===== src/rtl/rgmii_rx_pkg.sv =====
// rtl/rgmii_rx_pkg.sv - shared types and constants for the RGMII receive controller
package rgmii_rx_pkg;

    typedef enum logic [2:0] {
        INIT,
        FLUSH,
        IDLE,
        PREAMBLE,
        DATA,
        DROP
    } rx_state_t;

    localparam logic [7:0] PREAMBLE_BYTE = 8'h55;
    localparam logic [7:0] SFD_BYTE      = 8'hD5;

    typedef logic [1:0] link_speed_t;

    localparam link_speed_t SPEED_10M  = 2'b00;
    localparam link_speed_t SPEED_100M = 2'b01;
    localparam link_speed_t SPEED_1G   = 2'b10;

endpackage


===== src/rtl/rgmii_rx_inband_status.sv =====
// rtl/rgmii_rx_inband_status.sv - in-band link status capture during the inter-frame gap
module rgmii_rx_inband_status
    import rgmii_rx_pkg::*;
(
    input  logic        clk,
    input  logic        rst,
    input  logic        idle,
    input  logic        dv,
    input  logic        er,
    input  logic        stable,
    input  logic [3:0]  status_nib,
    output logic        link_up,
    output link_speed_t link_speed,
    output logic        link_duplex
);

    logic        link_up_q, link_up_d;
    link_speed_t speed_q, speed_d;
    logic        duplex_q, duplex_d;

    // Status is only trusted when both DDR halves carry the same nibble.
    always_comb begin
        link_up_d = link_up_q;
        speed_d   = speed_q;
        duplex_d  = duplex_q;
        if (idle && !dv && !er && stable) begin
            link_up_d = status_nib[0];
            speed_d   = status_nib[2:1];
            duplex_d  = status_nib[3];
        end
    end

    always_ff @(posedge clk or posedge rst) begin
        if (rst) begin
            link_up_q <= 1'b0;
            speed_q   <= SPEED_10M;
            duplex_q  <= 1'b0;
        end else begin
            link_up_q <= link_up_d;
            speed_q   <= speed_d;
            duplex_q  <= duplex_d;
        end
    end

    assign link_up     = link_up_q;
    assign link_speed  = speed_q;
    assign link_duplex = duplex_q;

endmodule


===== src/rtl/rgmii_rx_ctrl.sv =====
// rtl/rgmii_rx_ctrl.sv - RGMII receive IDDR sequencing, byte assembly and framing
module rgmii_rx_ctrl
    import rgmii_rx_pkg::*;
#(
    parameter int IDDR_RST_CYCLES = 16,
    parameter int PREAMBLE_MAX    = 7,
    parameter int MAX_FRAME_BYTES = 1522,
    parameter int CNT_W           = 16
) (
    input  logic             clk,
    input  logic             rst,
    output logic             iddr_rst,
    output logic             iddr_ce,
    input  logic [3:0]       rxd_q1,
    input  logic [3:0]       rxd_q2,
    input  logic             ctl_q1,
    input  logic             ctl_q2,
    output logic [7:0]       m_data,
    output logic             m_valid,
    output logic             m_last,
    output logic             m_error,
    output logic             link_up,
    output link_speed_t      link_speed,
    output logic             link_duplex,
    output logic [CNT_W-1:0] frame_cnt,
    output logic [CNT_W-1:0] drop_cnt
);

    localparam int TMR_W  = $clog2(IDDR_RST_CYCLES + 1);
    localparam int PRE_W  = $clog2(PREAMBLE_MAX + 2);
    localparam int BYTE_W = $clog2(MAX_FRAME_BYTES + 1);

    logic [7:0]       s1_byte_q, s1_byte_d;
    logic             s1_dv_q, s1_dv_d, s1_er_q, s1_er_d, s1_eq_q, s1_eq_d;
    rx_state_t        state_q, state_d;
    logic [TMR_W-1:0] timer_q, timer_d;
    logic             iddr_rst_q, iddr_rst_d, iddr_ce_q, iddr_ce_d;
    logic [PRE_W-1:0] pre_cnt_q, pre_cnt_d;
    logic [BYTE_W-1:0] byte_cnt_q, byte_cnt_d;
    logic [7:0]       hold_q, hold_d;
    logic             hold_valid_q, hold_valid_d, sticky_q, sticky_d;
    logic [7:0]       m_data_q, m_data_d;
    logic             m_valid_q, m_valid_d, m_last_q, m_last_d, m_error_q, m_error_d;
    logic [CNT_W-1:0] frame_cnt_q, frame_cnt_d, drop_cnt_q, drop_cnt_d;
    logic             frame_inc, drop_inc;

    always_comb begin
        s1_byte_d = {rxd_q2, rxd_q1};
        s1_dv_d   = ctl_q1;
        s1_er_d   = ctl_q1 ^ ctl_q2;
        s1_eq_d   = (rxd_q1 == rxd_q2);
    end

    always_comb begin
        state_d      = state_q;
        timer_d      = timer_q;
        iddr_rst_d   = iddr_rst_q;
        iddr_ce_d    = iddr_ce_q;
        pre_cnt_d    = pre_cnt_q;
        byte_cnt_d   = byte_cnt_q;
        hold_d       = hold_q;
        hold_valid_d = hold_valid_q;
        sticky_d     = sticky_q;
        m_data_d     = m_data_q;
        m_valid_d    = 1'b0;
        m_last_d     = 1'b0;
        m_error_d    = 1'b0;
        frame_inc    = 1'b0;
        drop_inc     = 1'b0;
        case (state_q)
            INIT: begin
                timer_d = timer_q + 1'b1;
                if (timer_q == TMR_W'(IDDR_RST_CYCLES)) begin
                    iddr_rst_d = 1'b0;
                    iddr_ce_d  = 1'b1;
                    timer_d    = '0;
                    state_d    = FLUSH;
                end
            end
            // Two IDDR pipeline stages plus our own decode register.
            FLUSH: begin
                timer_d = timer_q + 1'b1;
                if (timer_q == TMR_W'(2)) state_d = IDLE;
            end
            IDLE: begin
                if (s1_dv_q) begin
                    if (s1_er_q) begin
                        state_d  = DROP;
                        drop_inc = 1'b1;
                    end else if (s1_byte_q == PREAMBLE_BYTE) begin
                        state_d   = PREAMBLE;
                        pre_cnt_d = PRE_W'(1);
                    end else if (s1_byte_q == SFD_BYTE) begin
                        state_d = DATA;
                    end else begin
                        state_d  = DROP;
                        drop_inc = 1'b1;
                    end
                end
            end
            PREAMBLE: begin
                if (!s1_dv_q) begin
                    state_d = IDLE;
                end else if (!s1_er_q && s1_byte_q == PREAMBLE_BYTE) begin
                    if (pre_cnt_q == PRE_W'(PREAMBLE_MAX)) begin
                        state_d  = DROP;
                        drop_inc = 1'b1;
                    end else begin
                        pre_cnt_d = pre_cnt_q + 1'b1;
                    end
                end else if (!s1_er_q && s1_byte_q == SFD_BYTE) begin
                    state_d = DATA;
                end else begin
                    state_d  = DROP;
                    drop_inc = 1'b1;
                end
            end
            // One byte is always held back so the end of frame can tag it with m_last.
            DATA: begin
                if (s1_dv_q && byte_cnt_q == BYTE_W'(MAX_FRAME_BYTES)) begin
                    m_data_d  = hold_q;
                    m_valid_d = 1'b1;
                    m_last_d  = 1'b1;
                    m_error_d = 1'b1;
                    drop_inc  = 1'b1;
                    state_d   = DROP;
                end else if (s1_dv_q) begin
                    if (hold_valid_q) begin
                        m_data_d  = hold_q;
                        m_valid_d = 1'b1;
                    end
                    hold_d       = s1_byte_q;
                    hold_valid_d = 1'b1;
                    byte_cnt_d   = byte_cnt_q + 1'b1;
                    if (s1_er_q) sticky_d = 1'b1;
                end else begin
                    if (hold_valid_q) begin
                        m_data_d  = hold_q;
                        m_valid_d = 1'b1;
                        m_last_d  = 1'b1;
                        m_error_d = sticky_q;
                        frame_inc = !sticky_q;
                        drop_inc  = sticky_q;
                    end else begin
                        drop_inc = 1'b1;
                    end
                    state_d = IDLE;
                end
            end
            DROP: begin
                if (!s1_dv_q) state_d = IDLE;
            end
            default: state_d = INIT;
        endcase
        if (state_d == DATA && state_q != DATA) begin
            byte_cnt_d   = '0;
            hold_valid_d = 1'b0;
            sticky_d     = 1'b0;
        end
        frame_cnt_d = (frame_inc && frame_cnt_q != '1) ? frame_cnt_q + 1'b1 : frame_cnt_q;
        drop_cnt_d  = (drop_inc && drop_cnt_q != '1) ? drop_cnt_q + 1'b1 : drop_cnt_q;
    end

    always_ff @(posedge clk or posedge rst) begin
        if (rst) begin
            s1_byte_q    <= '0;
            s1_dv_q      <= 1'b0;
            s1_er_q      <= 1'b0;
            s1_eq_q      <= 1'b0;
            state_q      <= INIT;
            timer_q      <= '0;
            iddr_rst_q   <= 1'b1;
            iddr_ce_q    <= 1'b0;
            pre_cnt_q    <= '0;
            byte_cnt_q   <= '0;
            hold_q       <= '0;
            hold_valid_q <= 1'b0;
            sticky_q     <= 1'b0;
            m_data_q     <= '0;
            m_valid_q    <= 1'b0;
            m_last_q     <= 1'b0;
            m_error_q    <= 1'b0;
            frame_cnt_q  <= '0;
            drop_cnt_q   <= '0;
        end else begin
            s1_byte_q    <= s1_byte_d;
            s1_dv_q      <= s1_dv_d;
            s1_er_q      <= s1_er_d;
            s1_eq_q      <= s1_eq_d;
            state_q      <= state_d;
            timer_q      <= timer_d;
            iddr_rst_q   <= iddr_rst_d;
            iddr_ce_q    <= iddr_ce_d;
            pre_cnt_q    <= pre_cnt_d;
            byte_cnt_q   <= byte_cnt_d;
            hold_q       <= hold_d;
            hold_valid_q <= hold_valid_d;
            sticky_q     <= sticky_d;
            m_data_q     <= m_data_d;
            m_valid_q    <= m_valid_d;
            m_last_q     <= m_last_d;
            m_error_q    <= m_error_d;
            frame_cnt_q  <= frame_cnt_d;
            drop_cnt_q   <= drop_cnt_d;
        end
    end

    rgmii_rx_inband_status u_inband (
        .clk         (clk),
        .rst         (rst),
        .idle        (state_q == IDLE),
        .dv          (s1_dv_q),
        .er          (s1_er_q),
        .stable      (s1_eq_q),
        .status_nib  (s1_byte_q[3:0]),
        .link_up     (link_up),
        .link_speed  (link_speed),
        .link_duplex (link_duplex)
    );

    assign iddr_rst  = iddr_rst_q;
    assign iddr_ce   = iddr_ce_q;
    assign m_data    = m_data_q;
    assign m_valid   = m_valid_q;
    assign m_last    = m_last_q;
    assign m_error   = m_error_q;
    assign frame_cnt = frame_cnt_q;
    assign drop_cnt  = drop_cnt_q;

endmodule


===== config.mk =====
export PLATFORM = sky130hd
export DESIGN_NAME = rgmii_rx_ctrl
export DESIGN_NICKNAME = d
export VERILOG_FILES = /design/src/rtl/rgmii_rx_pkg.sv /design/src/rtl/rgmii_rx_inband_status.sv /design/src/rtl/rgmii_rx_ctrl.sv
export SDC_FILE = /design/constraint.sdc
export NUM_CORES = 1
export LEC_CHECK = 0
export ABC_AREA = 1
export BUFFER_PORTS_ARGS = -buffer_cell sky130_fd_sc_hd__buf_4
export CORE_MARGIN = 2
export CORE_UTILIZATION = 30
export DETAILED_ROUTE_END_ITERATION = 8
export MAX_ROUTING_LAYER = met4
export PLACE_DENSITY_LB_ADDON = 0.3
export SYNTH_ARGS = -nofsm -noshare
export SYNTH_HDL_FRONTEND = slang
export SYNTH_HIERARCHICAL = 1
export SYNTH_SLANG_ARGS = --single-unit

===== constraint.sdc =====
create_clock -name clk -period 6.7 [get_ports clk]
set_clock_uncertainty 0.15 [all_clocks]
set_input_delay 0.67 -clock clk [delete_from_list [all_inputs] [get_ports clk]]
set_output_delay 0.67 -clock clk [all_outputs]
set_load 0.1 [all_outputs]

# Word-level counts from Yosys, hierarchy flattened

Index checks and enable logic that the tools add are counted.

$add $sub $neg: 5
Equality and inequality tests: 23
Mux-type cells: 63
Bitwise logic cells: 2
Reductions and logical operators: 25

Operators with widths:

| kind                  | count |
|---|---|
| $mux 11               | 4 |
| $mux 1                | 36 |
| $add 16x1->16 const B | 2 |
| $ne 16x16->1 const B  | 2 |
| $mux 3                | 10 |
| $mux 4                | 6 |
| $pmux 3 s6            | 1 |
| $mux 8                | 2 |
| $ne 2x2->1 const B    | 6 |
| $reduce_bool 2->1     | 6 |
| $add 11x1->11 const B | 1 |
| $eq 11x11->1 const B  | 1 |
| $pmux 5 s2            | 1 |
| $eq 3x3->1 const B    | 3 |
| $logic_and 1x1->1     | 9 |
| $eq 8x7->1 const B    | 1 |
| $eq 8x8->1 const B    | 1 |
| $pmux 4 s2            | 1 |
| $reduce_and 7->1      | 1 |
| $eq 3x2->1 const B    | 2 |
| $reduce_and 3->1      | 2 |
| $add 5x1->5 const B   | 1 |
| $eq 5x2->1 const B    | 1 |
| $eq 5x5->1 const B    | 1 |
| 14 further kinds      | 17 |

Register bits: 93
Input port bits: 12
Logic and storage cells: 140

# Longest topological paths before layout

Gate-level depths: netlist of run 1.

Depth after elaboration: 10
Mapped depth: 12

# Hierarchy

Netlist of run 1, hierarchy kept.

By module, submodules not included:

| module                 | instances | cells an instance | area an instance (µm²) | seq. area each (µm²) |
|---|---|---|---|---|
| rgmii_rx_ctrl          | 1         | 562               | 4501.8                 | 2228.4 |
| rgmii_rx_inband_status | 1         | 21                | 178.9                  | 100.1 |

# Worst setup path after synthesis of run 1

Ideal clock, no wire load.

Kind: reg-to-reg
From: register drop_cnt_q[0], in the netlist drop_cnt[0]
To: register drop_cnt_q[2], in the netlist drop_cnt[2]
Library setup time: 0.123 ns
Arrival time: 2.382 ns
Required time: 6.427 ns
Path slack: 4.045 ns
Stages on the path, launching flop included: 10
Period minus slack after synthesis: 2.655 ns
Cells stage by stage: dfrtp_1 -> ha_1 -> nand3_1 -> inv_1 -> nand4_1 -> inv_1 -> nand4_2 -> clkbuf_1 -> nand3_1 -> nand2_1

Longest elaborated chain between the ends: 2

RTL lines:

| item                                                  | RTL line             | text |
|---|---|---|
| from (decl)                                           | rgmii_rx_ctrl.sv:44  | `logic [CNT_W-1:0] frame_cnt_q, frame_cnt_d, drop_cnt_q, drop_cnt_d;` |
| from (signal assigned)                                | rgmii_rx_ctrl.sv:204 | `drop_cnt_q <= drop_cnt_d;` |
| branches (longest 2 deep; another with $add 16x1->16) | -                    |  |

Parallel ways; which one is timed is not known.
A chain may end at the register's enable or synchronous reset.

# Final worst setup path of run 1

From: register frame_cnt_q[0], in the netlist frame_cnt[0]
To: register frame_cnt_q[2], in the netlist frame_cnt[2]

Longest elaborated chain between the ends: 2

RTL lines:

| item                                                  | RTL line             | text |
|---|---|---|
| from (decl)                                           | rgmii_rx_ctrl.sv:44  |  |
| from (signal assigned)                                | rgmii_rx_ctrl.sv:203 | `frame_cnt_q <= frame_cnt_d;` |
| branches (longest 2 deep; another with $add 16x1->16) | -                    |  |

Parallel ways; which one is timed is not known.

==> results of run 1 <==
==> logic make-up (layout without fill, tap and decap cells) <==
kind of cell               Yosys count  in the layout  synth area share (%)
and+or+nand+nor                    320            320                  29.0
DFF                                 93             93                  49.7
buffers and inverters               80            150                  6.79
AOI/OAI and AO/OA                   47             47                  5.80
xor gates and xnor gates            35             35                  6.55
adders and majority gates            8              8                  2.14
==> metrics by stage <==
stage / power, mW / instances / utilization [%]
after detailed placement: 1.19 / 825 / 35.1
after global routing: 1.78 / 841 / 37.0
after floorplan: 1.08 / 583 / -
after global placement: 1.17 / 825 / 35.1
after CTS: 1.70 / 841 / 37.0
final: 1.67 / 841 / 37.0
==> final cells by class <==
type / count / area [µm²] / area share, %
Inverter: 73 / 275 / 4.89
Clock inverter: 6 / 53.8 / 0.957
Clock buffer: 10 / 239 / 4.25
Sequential cell: 93 / 2330 / 41.4
Multi-Input combinational cell: 410 / 2030 / 36.2
Timing Repair Buffer: 61 / 458 / 8.14
Tap cell: 188 / 235 / 4.18
==> report_power, final <==
group	internal, mW	switching [mW]	total [mW]
logic	0.122	0.338	0.460
registers	0.639	0.0715	0.711
clock network	0.269	0.230	0.499
==> path summary, 6_finish.rpt <==
kind / to / slack, ns / cells past startpoint
worst max register to register: frame_cnt[2] / 4.20 / 8
worst min register to register: iddr_rst / 0.30 / 2
min in group clk: s1_byte_q[0] / 0.28 / 1
worst min-delay path: u_inband/link_speed[1] / 0.06 / 2
max in group asynchronous: frame_cnt[11] / 5.06 / 3
worst max-delay path: frame_cnt[2] / 4.20 / 8
==> registers in the layout, summed over array words and instances, names as in the netlist, 2 cells and up <==
register             count
byte_cnt_q              11
s1_byte_q                8
state_q                  3
pre_cnt_q                4
timer_q                  5
m_data                   8
hold_q                   8
drop_cnt                16
frame_cnt               16
u_inband/link_speed      2
==> layer usage <==
layer | vias up | global-route usage, %
met4 | 0 | 5.05
met3 | 12 | 2.95
li1 | 1966 | -
met1 | 1825 | 16.0
met2 | 70 | 22.5
met5 | - | -
==> cells in the mapped netlist <==
master       n  area, µm²
inv_1       70        263
buf_6        1       11.3
o31ai_1      1       7.51
xnor2_1     13        114
nand4_1      9       56.3
buf_2        2       10.0
xor2_1      22        193
nand3b_1     1       7.51
clkinv_1     1       3.75
nand2_4      1       11.3
nand3_2      1       10.0
nand4_2      1       12.5
a21oi_1      9       45.0
nor4_1       1       6.26
nor2_1      69        259
a221oi_1     1       8.76
ha_1         8        100
o21ai_0     28        140
nor3_1       9       45.0
buf_4        2       15.0
o21ai_2      1       8.76
dfrtp_1     92       2300
nor3_2       1       10.0
o21bai_1     2       15.0
nor2_4       2       22.5
o2111ai_1    1       8.76
o211ai_1     1       7.51
o22ai_1      1       6.26
a211oi_1     1       7.51
nand2_1    173        649
nor2_2       1       6.26
inv_2        2       7.51
or2_2        3       18.8
nand3_1     47        235
dfstp_2      1       26.3
o21ai_4      1       16.3
nand2_2      1       6.26
clkbuf_1     2       7.51
==> critical path, stage by stage (launching register included) <==
cell and delay, ns:
dfrtp_1 0.50, ha_1 0.28, nand3_1 0.15, nor2_1 0.20, nand3_1 0.09, nand2_1 0.37, clkinv_1 0.39, nand2_1 0.18
xnor2_1 0.12
==> results_dict.tcl, run 1 <==
set metrics [dict create \
    ctsResizeCount 0 \
    antenna_found_initial 0 \
    clkSinkCount 93 \
    hold_viol_final 0 \
    clk-insertion-delay-late_ns 0.35 \
    worst_ep_required_time_ns 6.82 \
    via_per_inst 4.61 \
    cp.arrival_ns 2.62 \
    routed_wl_um 10100 \
    top_layer "met4" \
    grt_pass1_wl_um 17500 \
    holdBufCountCts 0 \
    path_max_fanout 14 \
    clk_path_buf_depth 2 \
    h-tree-depth 3 \
    synth.net_count 603 \
    finalSetupViolCount 0 \
    synth_seq_cells 93 \
    drc 0 \
    cts_buffers 9 \
    pin_count 61 \
    num_vias 3873 \
    status "finished clean" \
    cts_root_buf "clkbuf_16" \
    slew_viol_final 0 \
    placed_cell_area_um2 5330 \
    rsz0062_at_grt "no" \
    wl_met1_um 4550 \
    final_common_cell "nand2_1" \
    cts_tree "built" \
    fin_area_um2 5620 \
    grt_max_degree 57 \
    place_congestion 0.893 \
    slew_headroom_pct 52.3 \
    grt_pass1_vias 3807 \
    synth_cells 583 \
    startpoint "frame_cnt[0]" \
    gr-total-overflow 0 \
    r2r-start "frame_cnt[0]" \
    seq_area_frac_synth_pct 49.7 \
    place_ws_ns 4.14 \
    row_count 45 \
    drv_cap 0 \
    diodes 0 \
    drtAntennaViolNets 0 \
    worstSetupPathType "flip-flop to flip-flop" \
    nets 668 \
    fmax_ghz 0.399 \
    dr_wl_met2_um 4970 \
    port_buffers 60 \
    synth_cell_types 38 \
    syn_area_um2 4680 \
    setup_ws_ns 4.20 \
    track_usage_pct 13.5 \
    core_area_um2 15200 \
    holdWs_ns 0.0600 \
    die_y_um 129 \
    crit_path_end_kind "flip-flop" \
    layout_common_cells "nand2_1, dfrtp_1, inv_1, nor2_1, buf_4" \
    wl_per_cell_um 12.0 \
    vdd.ir_drop.worst_mv 0.119 \
    fillers 1577 \
    initial_core_util_pct 30.8 \
    die_x_um 129 \
    p_leak_nw 2.84 \
    yosysWarningCount 6 \
    post-route-period-util_pct 37.4 \
    startpoint_type "flip-flop" \
    dr_wl_met3_um 379 \
    min_period_ns 2.50 \
    die-area_um2 16600 \
    hold_class "input port to asynchronous set/reset pin" \
    worstMarginPinSlew_ns 0.715 \
    hpwl_um 7400 \
    clk_pin_slew_worst_paths_ns 0.07 \
    cts_setup_buffers 0 \
    power_density_nw_per_um2 297 \
    first_pass_iters 4 \
    drive_gt1_share_pct 14.4 \
    tns_ns 0 \
    area_growth_pct 20.2 \
    drtIter0Drc 164 \
    avgSynthCellArea_um2 8.03 \
]
No activity file was read; power rests on OpenSTA's default activity.
==> run 2, diff against run 1 <==
==> constraint.sdc (replaced) <==
create_clock -name clk -period 2.3 [get_ports clk]
set_clock_uncertainty 0.15 [all_clocks]
set_input_delay 0.23 -clock clk [delete_from_list [all_inputs] [get_ports clk]]
set_output_delay 0.23 -clock clk [all_outputs]
set_load 0.1 [all_outputs]
==> results_dict.tcl, run 2 (synthesized netlist as in run 1, its figures left out) <==
set metrics [dict create \
    fin_area_um2 5830 \
    via_per_inst 4.61 \
    die-area_um2 16600 \
    post-route-period-util_pct 90.2 \
    row_count 45 \
    slew_viol_final 0 \
    antenna_found_initial 0 \
    min_period_ns 2.07 \
    crit_path_end_kind "flip-flop" \
    status "finished clean" \
    hold_class "input port to asynchronous set/reset pin" \
    place_congestion 0.881 \
    drtAntennaViolNets 0 \
    placed_cell_area_um2 5410 \
    area_growth_pct 24.5 \
    worstMarginPinSlew_ns 0.542 \
    worst_ep_required_time_ns 2.39 \
    finalSetupViolCount 0 \
    cts_buffers 9 \
    diodes 0 \
    drc 0 \
    die_x_um 129 \
    gr-total-overflow 0 \
    cts_root_buf "clkbuf_16" \
    clkSinkCount 93 \
    drv_cap 0 \
    grt_max_degree 90 \
    track_usage_pct 13.8 \
    drtIter0Drc 253 \
    nets 686 \
    grt_pass1_wl_um 17900 \
    p_leak_nw 2.89 \
    pin_count 61 \
    startpoint_type "flip-flop" \
    num_vias 3957 \
    clk_pin_slew_worst_paths_ns 0.07 \
    drive_gt1_share_pct 17.0 \
    grt_pass1_vias 3870 \
    multiInputGateArea_um2 2040 \
    initial_core_util_pct 30.8 \
    fillers 1535 \
    vdd.ir_drop.worst_mv 0.440 \
    hpwl_um 7310 \
    first_pass_iters 4 \
    rsz0062_at_grt "no" \
    die_y_um 129 \
    power_density_nw_per_um2 845 \
    fmax_ghz 0.482 \
    startpoint "drop_cnt[0]" \
    layout_common_cells "nand2_1, dfrtp_1, inv_1, nor2_1, buf_4" \
    worstSetupPathType "flip-flop to flip-flop" \
    hold_viol_final 0 \
    seqCellArea_um2 2340 \
    wl_per_cell_um 11.9 \
    slew_headroom_pct 63.9 \
    clk-insertion-delay-late_ns 0.35 \
    clk_path_buf_depth 2 \
    h-tree-depth 3 \
    final_common_cell "nand2_1" \
    cp.arrival_ns 2.17 \
    core_area_um2 15200 \
    cts_tree "built" \
    tns_ns 0 \
    path_max_fanout 9 \
    routed_wl_um 10200 \
    port_buffers 60 \
    r2r-start "drop_cnt[0]" \
]
==> run 2: cell types whose count changed in the layout (fill, tap and decap cells not counted), moves of 2 or more <==
cell and change:
dfrtp_2 +10, clkinvlp_4 +3, dfrtp_1 -10, dlygate4sd3_1 +11, clkinv_2 -2, buf_4 +6
==> run 2: worst max-delay path, cell delays in order, from the launching register on <==
cell and delay, ns:
dfrtp_2 0.44, ha_1 0.24, nand3_1 0.13, inv_1 0.09, nand4_1 0.15, inv_1 0.11
nand4_2 0.23, buf_4 0.27, nand3_1 0.09, nand2_1 0.06
==> run 2: path summary, 6_finish.rpt <==
kind                                                to  slack, ns  cells after the start
worst min-delay path            u_inband/link_speed[0]       0.18                      3
max in group asynchronous                 frame_cnt[1]       1.13                      4
min in group clk                              iddr_rst       0.29                      2
worst max register to register             drop_cnt[9]       0.23                      9
worst min register to register                iddr_rst       0.29                      2
worst max-delay path                       drop_cnt[9]       0.23                      9
==> run 2: layout make-up <==
class                           instances  area share (%)
Clock buffer                            9            3.86
Clock inverter                          7            1.20
Inverter                               73            4.83
Multi-Input combinational cell        410            35.0
Sequential cell                        93            40.2
Tap cell                              188            4.04
Timing Repair Buffer                   79            10.9
==> run 2: routing by layer <==
metal,routed length (µm),GRT usage (%)
met2,4760,21.3
met4,170,4.86
met1,4780,17.5
met3,492,3.62
met5,0,-
==> run 2: stage by stage <==
| step | std cells | power [mW] | hold WS, ns | setup WS, ns | utilization (%) |
|---|---|---|---|---|---|
| final | 859 | 4.92 | 0.177 | 0.225 | 38.3 |
| after detailed placement | 832 | 3.47 | -0.00324 | 0.175 | 35.6 |
| after global placement | 832 | 3.44 | -0.00805 | 0.266 | 35.6 |
| after floorplan | 583 | 3.14 | -0.154 | 0.00620 | - |
| after global routing | 859 | 5.26 | 0.192 | 0.0378 | 38.3 |
| after CTS | 859 | 5.00 | 0.160 | 0.166 | 38.3 |
==> run 2: timing repair <==
| action | 4_1_cts | 5_1_grt |
|---|---|---|
| setup buffers | 0 | 0 |
| resized for setup | 0 | 3 |
| hold buffers | 11 | 0 |
| endpoints found under the setup margin | 0 | 24 |
| hold endpoints to repair | 102 | 0 |
==> run 2: power by group <==
group	switching (mW)	total, mW	internal (mW)
Sequential	0.208	2.08	1.87
Clock	0.713	1.47	0.762
Combinational	0.988	1.37	0.383
Total	1.91	4.92	3.01
